===== config.mk =====
export PLATFORM = sky130hd
export DESIGN_NAME = trace_arbiter_flat
export DESIGN_NICKNAME = d
export VERILOG_FILES = /design/src/rtl/gpu_trace_pkg.sv /design/src/rtl/trace_arbiter_if.sv /design/src/rtl/trace_fifo.sv /design/src/rtl/trace_arbiter.sv /design/src/flat_wrapper.sv
export SDC_FILE = /design/constraint.sdc
export NUM_CORES = 1
export LEC_CHECK = 0
export ABC_AREA = 1
export ABC_CLOCK_PERIOD_IN_PS = 11200
export CAP_MARGIN = 0
export CORE_MARGIN = 1
export CORE_UTILIZATION = 55
export DETAILED_ROUTE_END_ITERATION = 12
export PLACE_DENSITY = 0.82
export SETUP_SLACK_MARGIN = 0.2
export SLEW_MARGIN = 30
export SYNTH_ARGS = -nofsm -noshare
export SYNTH_HDL_FRONTEND = slang
export SYNTH_SLANG_ARGS = --single-unit

===== constraint.sdc =====
create_clock -name clk -period 11.2 [get_ports clk]
set_input_delay 2.24 -clock clk [delete_from_list [all_inputs] [get_ports clk]]
set_output_delay 2.24 -clock clk [all_outputs]
set_load 0.1 [all_outputs]

===== src/rtl/gpu_trace_pkg.sv =====
// Shared trace record type, field widths and helpers for the trace arbiter.
// TRACE_TIMESTAMP_EN adds a 32-bit capture timestamp to every record.
package gpu_trace_pkg;
    localparam int WARP_W  = 8;
    localparam int INSTR_W = 32;
    localparam int PC_W    = 32;
    localparam int SRC_W   = 3;
    localparam int TS_W    = 32;

    typedef struct packed {
        logic [SRC_W-1:0]   src;
        logic [WARP_W-1:0]  warp_oh;
        logic [INSTR_W-1:0] instr;
        logic [PC_W-1:0]    pc;
`ifdef TRACE_TIMESTAMP_EN
        logic [TS_W-1:0]    ts;
`endif
    } trace_rec_t;

    localparam int REC_W = $bits(trace_rec_t);

    // Increment that sticks at max_v instead of wrapping.
    function automatic logic [31:0] sat_inc(input logic [31:0] v, input logic [31:0] max_v);
        return (v >= max_v) ? v : v + 32'd1;
    endfunction

    function automatic logic is_one_hot(input logic [WARP_W-1:0] v);
        return $countones(v) == 1;
    endfunction
endpackage


===== src/rtl/trace_arbiter_if.sv =====
// Tap-side and log-side signal bundle of the trace arbiter.
// TRACE_TIMESTAMP_EN adds out_ts to the log side.
interface trace_arbiter_if #(
    parameter int N_SRC = 4
);
    import gpu_trace_pkg::*;

    logic [N_SRC-1:0]         tap_valid;
    logic [WARP_W*N_SRC-1:0]  tap_warp_oh;
    logic [INSTR_W*N_SRC-1:0] tap_instr;
    logic [PC_W*N_SRC-1:0]    tap_pc;

    // Taps are strobes with no backpressure. The log side transfers the head
    // when out_valid && out_ready; head data holds while out_valid && !out_ready.
    logic                     out_valid;
    logic                     out_ready;
    logic [SRC_W-1:0]         out_src;
    logic [WARP_W-1:0]        out_warp_oh;
    logic [INSTR_W-1:0]       out_instr;
    logic [PC_W-1:0]          out_pc;
`ifdef TRACE_TIMESTAMP_EN
    logic [TS_W-1:0]          out_ts;

    modport master (output tap_valid, tap_warp_oh, tap_instr, tap_pc, out_ready,
                    input  out_valid, out_src, out_warp_oh, out_instr, out_pc, out_ts);
    modport slave  (input  tap_valid, tap_warp_oh, tap_instr, tap_pc, out_ready,
                    output out_valid, out_src, out_warp_oh, out_instr, out_pc, out_ts);
`else
    modport master (output tap_valid, tap_warp_oh, tap_instr, tap_pc, out_ready,
                    input  out_valid, out_src, out_warp_oh, out_instr, out_pc);
    modport slave  (input  tap_valid, tap_warp_oh, tap_instr, tap_pc, out_ready,
                    output out_valid, out_src, out_warp_oh, out_instr, out_pc);
`endif
endinterface


===== src/rtl/trace_fifo.sv =====
// Synchronous FIFO with registered storage; read data is zero while empty.
module trace_fifo #(
    parameter int DEPTH = 8,
    parameter int WIDTH = 75
) (
    input  logic                   clk,
    input  logic                   rst_n,
    input  logic                   i_push,
    input  logic                   i_pop,
    input  logic [WIDTH-1:0]       i_wdata,
    output logic [WIDTH-1:0]       o_rdata,
    output logic                   o_full,
    output logic                   o_empty,
    output logic [$clog2(DEPTH):0] o_count
);
    localparam int AW = $clog2(DEPTH);

    logic [WIDTH-1:0] r_mem [DEPTH];
    logic [AW-1:0]    r_wr_ptr;
    logic [AW-1:0]    r_rd_ptr;
    logic [AW:0]      r_count;
    logic             w_push;
    logic             w_pop;

    assign o_full  = (r_count == (AW+1)'(DEPTH));
    assign o_empty = (r_count == '0);
    assign o_count = r_count;
    assign o_rdata = o_empty ? '0 : r_mem[r_rd_ptr];

    // Full blocks a push even when a pop happens in the same cycle.
    assign w_push = i_push && !o_full;
    assign w_pop  = i_pop && !o_empty;

    always_ff @(posedge clk) begin
        if (w_push) r_mem[r_wr_ptr] <= i_wdata;
    end

    always_ff @(posedge clk) begin
        if (!rst_n) begin
            r_wr_ptr <= '0;
            r_rd_ptr <= '0;
            r_count  <= '0;
        end else begin
            if (w_push) r_wr_ptr <= r_wr_ptr + AW'(1);
            if (w_pop)  r_rd_ptr <= r_rd_ptr + AW'(1);
            case ({w_push, w_pop})
                2'b10:   r_count <= r_count + (AW+1)'(1);
                2'b01:   r_count <= r_count - (AW+1)'(1);
                default: r_count <= r_count;
            endcase
        end
    end
endmodule


===== src/rtl/trace_arbiter.sv =====
// Captures non-stallable trace taps into per-source slots, filters by warp,
// round-robin arbitrates into an output FIFO and counts losses. TRACE_TIMESTAMP_EN adds out_ts.
module trace_arbiter
    import gpu_trace_pkg::*;
#(
    parameter int N_SRC      = 4,
    parameter int FIFO_DEPTH = 8,
    parameter int CNT_W      = 16
) (
    input  logic                          clk,
    input  logic                          rst_n,
    input  logic                          cfg_enable,
    input  logic [WARP_W-1:0]             cfg_warp_mask,
    trace_arbiter_if.slave                bus,
    output logic [CNT_W*N_SRC-1:0]        drop_cnt,
    output logic [CNT_W-1:0]              bad_oh_cnt,
    output logic [SRC_W-1:0]              o_dbg_rr_ptr,
    output logic [$clog2(FIFO_DEPTH):0]   o_dbg_fifo_count
);
    localparam int RR_W = $clog2(N_SRC);
    localparam logic [31:0] CNT_MAX = (CNT_W >= 32) ? 32'hFFFF_FFFF : ((32'd1 << CNT_W) - 32'd1);

    trace_rec_t        r_slot [N_SRC];
    logic [N_SRC-1:0]  r_slot_v;
    logic [RR_W-1:0]   r_rr_ptr;
    logic [CNT_W-1:0]  r_drop [N_SRC];
    logic [CNT_W-1:0]  r_bad;
`ifdef TRACE_TIMESTAMP_EN
    logic [TS_W-1:0]   r_cycle;
`endif

    trace_rec_t        w_tap [N_SRC];
    logic [N_SRC-1:0]  w_pass;
    logic [N_SRC-1:0]  w_bad;
    logic [CNT_W-1:0]  w_bad_next;
    logic              w_grant_v;
    logic [RR_W-1:0]   w_grant_idx;
    logic [N_SRC-1:0]  w_grant_oh;
    logic              w_fifo_full;
    logic              w_fifo_empty;
    trace_rec_t        w_head;

    always_comb begin
        for (int s = 0; s < N_SRC; s++) begin
            w_tap[s]         = '0;
            w_tap[s].src     = SRC_W'(s);
            w_tap[s].warp_oh = bus.tap_warp_oh[WARP_W*s +: WARP_W];
            w_tap[s].instr   = bus.tap_instr[INSTR_W*s +: INSTR_W];
            w_tap[s].pc      = bus.tap_pc[PC_W*s +: PC_W];
`ifdef TRACE_TIMESTAMP_EN
            w_tap[s].ts      = r_cycle;
`endif
            w_bad[s]  = bus.tap_valid[s] && cfg_enable && !is_one_hot(w_tap[s].warp_oh);
            w_pass[s] = bus.tap_valid[s] && cfg_enable && is_one_hot(w_tap[s].warp_oh)
                        && ((w_tap[s].warp_oh & cfg_warp_mask) != '0);
        end
    end

    // Scan from r_rr_ptr; nothing is granted while the FIFO is full.
    always_comb begin : arb
        int idx;
        idx         = 0;
        w_grant_v   = 1'b0;
        w_grant_idx = '0;
        w_grant_oh  = '0;
        for (int k = 0; k < N_SRC; k++) begin
            idx = int'(r_rr_ptr) + k;
            if (idx >= N_SRC) idx = idx - N_SRC;
            if (!w_grant_v && !w_fifo_full && r_slot_v[idx]) begin
                w_grant_v       = 1'b1;
                w_grant_idx     = RR_W'(idx);
                w_grant_oh[idx] = 1'b1;
            end
        end
    end

    always_comb begin
        w_bad_next = r_bad;
        for (int s = 0; s < N_SRC; s++) begin
            if (w_bad[s]) w_bad_next = CNT_W'(sat_inc(32'(w_bad_next), CNT_MAX));
        end
    end

    always_ff @(posedge clk) begin
        if (!rst_n) begin
            r_slot_v <= '0;
            r_rr_ptr <= '0;
            r_bad    <= '0;
            for (int s = 0; s < N_SRC; s++) begin
                r_slot[s] <= '0;
                r_drop[s] <= '0;
            end
        end else begin
            for (int s = 0; s < N_SRC; s++) begin
                // A slot granted this cycle frees up in time to take the new record.
                if (w_pass[s] && (!r_slot_v[s] || w_grant_oh[s])) begin
                    r_slot_v[s] <= 1'b1;
                    r_slot[s]   <= w_tap[s];
                end else if (w_grant_oh[s]) begin
                    r_slot_v[s] <= 1'b0;
                end
                if (w_pass[s] && r_slot_v[s] && !w_grant_oh[s])
                    r_drop[s] <= CNT_W'(sat_inc(32'(r_drop[s]), CNT_MAX));
            end
            if (w_grant_v)
                r_rr_ptr <= (w_grant_idx == RR_W'(N_SRC-1)) ? '0 : w_grant_idx + RR_W'(1);
            r_bad <= w_bad_next;
        end
    end

`ifdef TRACE_TIMESTAMP_EN
    always_ff @(posedge clk) begin
        if (!rst_n) r_cycle <= '0;
        else        r_cycle <= r_cycle + TS_W'(1);
    end
`endif

    trace_fifo #(
        .DEPTH (FIFO_DEPTH),
        .WIDTH (REC_W)
    ) u_fifo (
        .clk     (clk),
        .rst_n   (rst_n),
        .i_push  (w_grant_v),
        .i_pop   (bus.out_ready),
        .i_wdata (r_slot[w_grant_idx]),
        .o_rdata (w_head),
        .o_full  (w_fifo_full),
        .o_empty (w_fifo_empty),
        .o_count (o_dbg_fifo_count)
    );

    assign bus.out_valid   = !w_fifo_empty;
    assign bus.out_src     = w_head.src;
    assign bus.out_warp_oh = w_head.warp_oh;
    assign bus.out_instr   = w_head.instr;
    assign bus.out_pc      = w_head.pc;
`ifdef TRACE_TIMESTAMP_EN
    assign bus.out_ts      = w_head.ts;
`endif

    always_comb begin
        drop_cnt = '0;
        for (int s = 0; s < N_SRC; s++) drop_cnt[CNT_W*s +: CNT_W] = r_drop[s];
    end

    assign bad_oh_cnt   = r_bad;
    assign o_dbg_rr_ptr = SRC_W'(r_rr_ptr);
endmodule


===== src/flat_wrapper.sv =====
// flat-port wrapper written by rule: the top's interface ports become plain ports
module trace_arbiter_flat import gpu_trace_pkg::*;
#(
    parameter int N_SRC      = 4,
    parameter int FIFO_DEPTH = 8,
    parameter int CNT_W      = 16
)
  (clk, rst_n, cfg_enable, cfg_warp_mask, drop_cnt, bad_oh_cnt, o_dbg_rr_ptr, o_dbg_fifo_count, bus_tap_valid, bus_tap_warp_oh, bus_tap_instr, bus_tap_pc, bus_out_ready, bus_out_valid, bus_out_src, bus_out_warp_oh, bus_out_instr, bus_out_pc);
  trace_arbiter_if #(.N_SRC(N_SRC)) bus_i ();
  input  logic clk;
  input  logic rst_n;
  input  logic cfg_enable;
  input  logic [WARP_W-1:0] cfg_warp_mask;
  output logic [CNT_W*N_SRC-1:0] drop_cnt;
  output logic [CNT_W-1:0] bad_oh_cnt;
  output logic [SRC_W-1:0] o_dbg_rr_ptr;
  output logic [$clog2(FIFO_DEPTH):0] o_dbg_fifo_count;
  input wire logic [$bits(bus_i.tap_valid)-1:0] bus_tap_valid;
  input wire logic [$bits(bus_i.tap_warp_oh)-1:0] bus_tap_warp_oh;
  input wire logic [$bits(bus_i.tap_instr)-1:0] bus_tap_instr;
  input wire logic [$bits(bus_i.tap_pc)-1:0] bus_tap_pc;
  input wire logic [$bits(bus_i.out_ready)-1:0] bus_out_ready;
  output wire logic [$bits(bus_i.out_valid)-1:0] bus_out_valid;
  output wire logic [$bits(bus_i.out_src)-1:0] bus_out_src;
  output wire logic [$bits(bus_i.out_warp_oh)-1:0] bus_out_warp_oh;
  output wire logic [$bits(bus_i.out_instr)-1:0] bus_out_instr;
  output wire logic [$bits(bus_i.out_pc)-1:0] bus_out_pc;
  assign bus_i.tap_valid = bus_tap_valid;
  assign bus_i.tap_warp_oh = bus_tap_warp_oh;
  assign bus_i.tap_instr = bus_tap_instr;
  assign bus_i.tap_pc = bus_tap_pc;
  assign bus_i.out_ready = bus_out_ready;
  assign bus_out_valid = bus_i.out_valid;
  assign bus_out_src = bus_i.out_src;
  assign bus_out_warp_oh = bus_i.out_warp_oh;
  assign bus_out_instr = bus_i.out_instr;
  assign bus_out_pc = bus_i.out_pc;
  trace_arbiter #(.N_SRC(N_SRC), .FIFO_DEPTH(FIFO_DEPTH), .CNT_W(CNT_W)) u_core (.clk(clk), .rst_n(rst_n), .cfg_enable(cfg_enable), .cfg_warp_mask(cfg_warp_mask), .bus(bus_i), .drop_cnt(drop_cnt), .bad_oh_cnt(bad_oh_cnt), .o_dbg_rr_ptr(o_dbg_rr_ptr), .o_dbg_fifo_count(o_dbg_fifo_count));
endmodule

==> results.md <==
- Status: completed
- Mux cell area share after synthesis: 0
- Worst Setup Start Kind: input port
- Most frequent CP cell: ha_1
- Pin count of the biggest net entering global routing: roughly 210
- Final min period: 8.61 ns
- Setup violators final: 0
- Max Fclk: 116 MHz
- TritonRoute pass-1 iters: 6
- Area of placed instances: ~50000 um^2
- Post-DP HPWL: around 80 mm
- Via-to-Cell Ratio: between 5 and 6
- Fillers: 5722
- Dpl cells: 5638
- Starting DRT DRC Count: between 3000 and 4000
- Post-synth EDFFs: 945
- Share of the clock period used by the worst path: 0.769
- Clk_lat worst skew: 0.70 ns
- Cell Pwr Density: approximately 340 nW/um^2
- Crit path arrival time: 9.18 ns
- Row cnt: 104
- Residual DRC: 0
- Total GRT Usage: 0.301
- Initial Util: 0.556
- Final hold slack: 0.466 ns
- R2R depth: 17
- Final Cell Area: 53600 um^2
- Seq/Total Area, Yosys: 0.651
- Setup repair bufs after CTS: 0
- H-tree levels: 3
- FFs w/ async S/R, synth: 0
- Die width: approximately 290 um
- Maximum vdd drop: 0.000358 V
- Worst slew pin tran: 1.14 ns
- CTS Hold Buffers Added: 0
- Clock transition at the registers of the reported paths: 0.06 ns
- Num ports: 467
- First-pass GRT wire length: 189 mm
- Synth area leader: edfxtp_1
- Simple-gate share of the synthesized area: 0.163
- Die height: 287 um
- RSZ-0062 raised after global routing: false
- CTS tree: yes
- Clock Sinks: 982
- CTS Buf Count: between 90 and 100
- #FFs+latches synth: 982
- Max cap viols: 0
- Power Total: 18.2 mW
- Post-synthesis compound-gate area fraction: 0.0976
- Max Fanout on Critical Path: 18
- Grt ovf: 0
- Relative slew slack: 0.241
- CP max-delay cell: fa_1
- Synth-to-layout area growth: 19.8%
- Final Instance Count excl. Fillers: 5853
- Reg-to-reg slack, setup: between 4 and 5 ns
- Most frequent cell after synthesis: edfxtp_1
- Syn Inst Count: 4280
- Pre-CTS WS: 1.92 ns
- Post-route clock skew: 0.0662 ns
- CTS root buf: clkbuf_16
- PortBufs: 464
- Synth area leaders: edfxtp_1, nor2_1, o21ai_0, nand2_1, inv_1
- Avg WL per Cell: 21.6 um
- Post-synth top area share: 0.635
- Fin util: 0.666
- Final Wtd Congestion: 0.923
- Final hold violation count: 0
- Synth warnings: 0
- Post-CTS Resized: 0
- Core outline area: 80400 um^2
- CP Class: input port to flip-flop
- Slowest stage delay, CP: between 0.5 and 0.6 ns
- Synth Area in Adders: 0.0199
- Vias in the first global route: 32800
- Most common flop cell mapped by yosys: edfxtp_1
- Mapped Area: 44700 um^2
- Main combinational cell family by area after synthesis: simple AND/OR/NAND/NOR gates
- Post-synth top cells: edfxtp_1, nor2_1, nand2_1, inv_1, o21ai_0
- Initial antenna violation count: 36
- Vias: 33800
- Worst setup EP type: flip-flop
- Layout cells sized above 1: 0.0729
- Synth cell types: 52
- CTS max path bufs: 3
- Post-DRT Antenna Nets: 0
- Hold path cells: 2
- Worst Hold Class: flip-flop to flip-flop
- WL final: 127 mm
- Pleak: 20.5 nW
- XOR/XNOR Fraction of Synth Area: 0.00666
- Synthesized area per cell: between 10 and 15 um^2
- Final Net Count: 5055
- Final Slew Violations: 0
- Die ar.: 82400 um^2
- Critical Path RT: 11.77 ns
- Worst setup margin: between 2 and 3 ns
- Setup TNS: 0 ns
path summary, 6_finish.rpt:
kind                                           start                    endpoint
worst max-delay path              bus_tap_warp_oh[2]        u_core.bad_oh_cnt[0]
worst min-delay path            u_core.r_slot[1][72]        u_core.r_slot[1][72]
worst max register to register             flip-flop  u_core.u_fifo.r_mem[7][26]
worst min register to register  u_core.r_slot[1][72]        u_core.r_slot[1][72]
report_power, final:
part / leakage (nW) / switching (mW) / internal [mW]
registers: 9.37 / 0.232 / 6.25
clock network: 1.51 / 1.44 / 1.75
logic: 9.64 / 6.70 / 1.79
layout by cell type (no fill, tap or decap), types with 12 or more instances in the layout:
cell type and n:
nor3b_1 14, inv_2 17, clkinv_1 34, nor2_2 20
nand3_1 114, clkbuf_1 18, diode_2 20, ha_1 44
buf_2 12, xor2_1 28, buf_4 42, nand2_1 528
a32oi_1 72, nor3_1 22, nand4_1 31, clkbuf_16 97
clkdlybuf4s50_1 452, o21ai_0 399, o22ai_1 83, edfxtp_1 945
dfxtp_1 35, clkinv_2 30, inv_1 470, a21oi_1 112
nor2_1 888, a31oi_1 75, nor2_4 12, fa_1 17
nand2_2 36
worst max-delay path: cells and delay by family:
kind / cells / cell delay (ns)
fa+ha+maj: 8 / 2.79
buf+inv: 5 / 0.77
simple gates: 22 / 2.93
compound gates: 1 / 0.42
cell type report:
class | count | area [um^2] | share of cell area
diodes | 20 | 50.0 | 0.000934
clock buffers | 115 | 2490 | 0.0466
clock inverters | 67 | 616 | 0.0115
inverters | 508 | 1930 | 0.0361
multi-input cells | 2578 | 12900 | 0.241
flip-flops and latches | 982 | 29100 | 0.544
well taps | 1060 | 1330 | 0.0248
repair buffers | 523 | 5120 | 0.0956
registers in the layout, indices dropped and copies added, names as in the netlist, named ones only:
name / flops
u_core.u_fifo.r_rd_ptr: 3
u_core.r_drop: 64
u_core.bad_oh_cnt: 16
u_core.r_slot_v: 4
u_core.u_fifo.r_wr_ptr: 3
u_core.r_slot: 291
u_core.u_fifo.o_count: 4
u_core.r_rr_ptr: 1
u_core.u_fifo.r_mem: 592
metal layers:
metal | track usage | vias to the layer above | share of wire | wire, um
li1 | - | 15400 | - | -
met1 | 0.392 | 16200 | 0.38 | 47900
met2 | 0.480 | 1856 | 0.47 | 59500
met3 | 0.0785 | 317 | 0.11 | 14100
met4 | 0.124 | 30 | 0.037 | 4730
met5 | 0 | - | 0.0016 | 207
kinds of logic after synthesis:
family / after synthesis
AOI/OAI and AO/OA: 766
xor gates and xnor gates: 34
adders and majority gates: 61
buffers and inverters: 721
DFF: 982
other: 1
and+or+nand+nor: 1715
(Power assumes the default switching activity.)
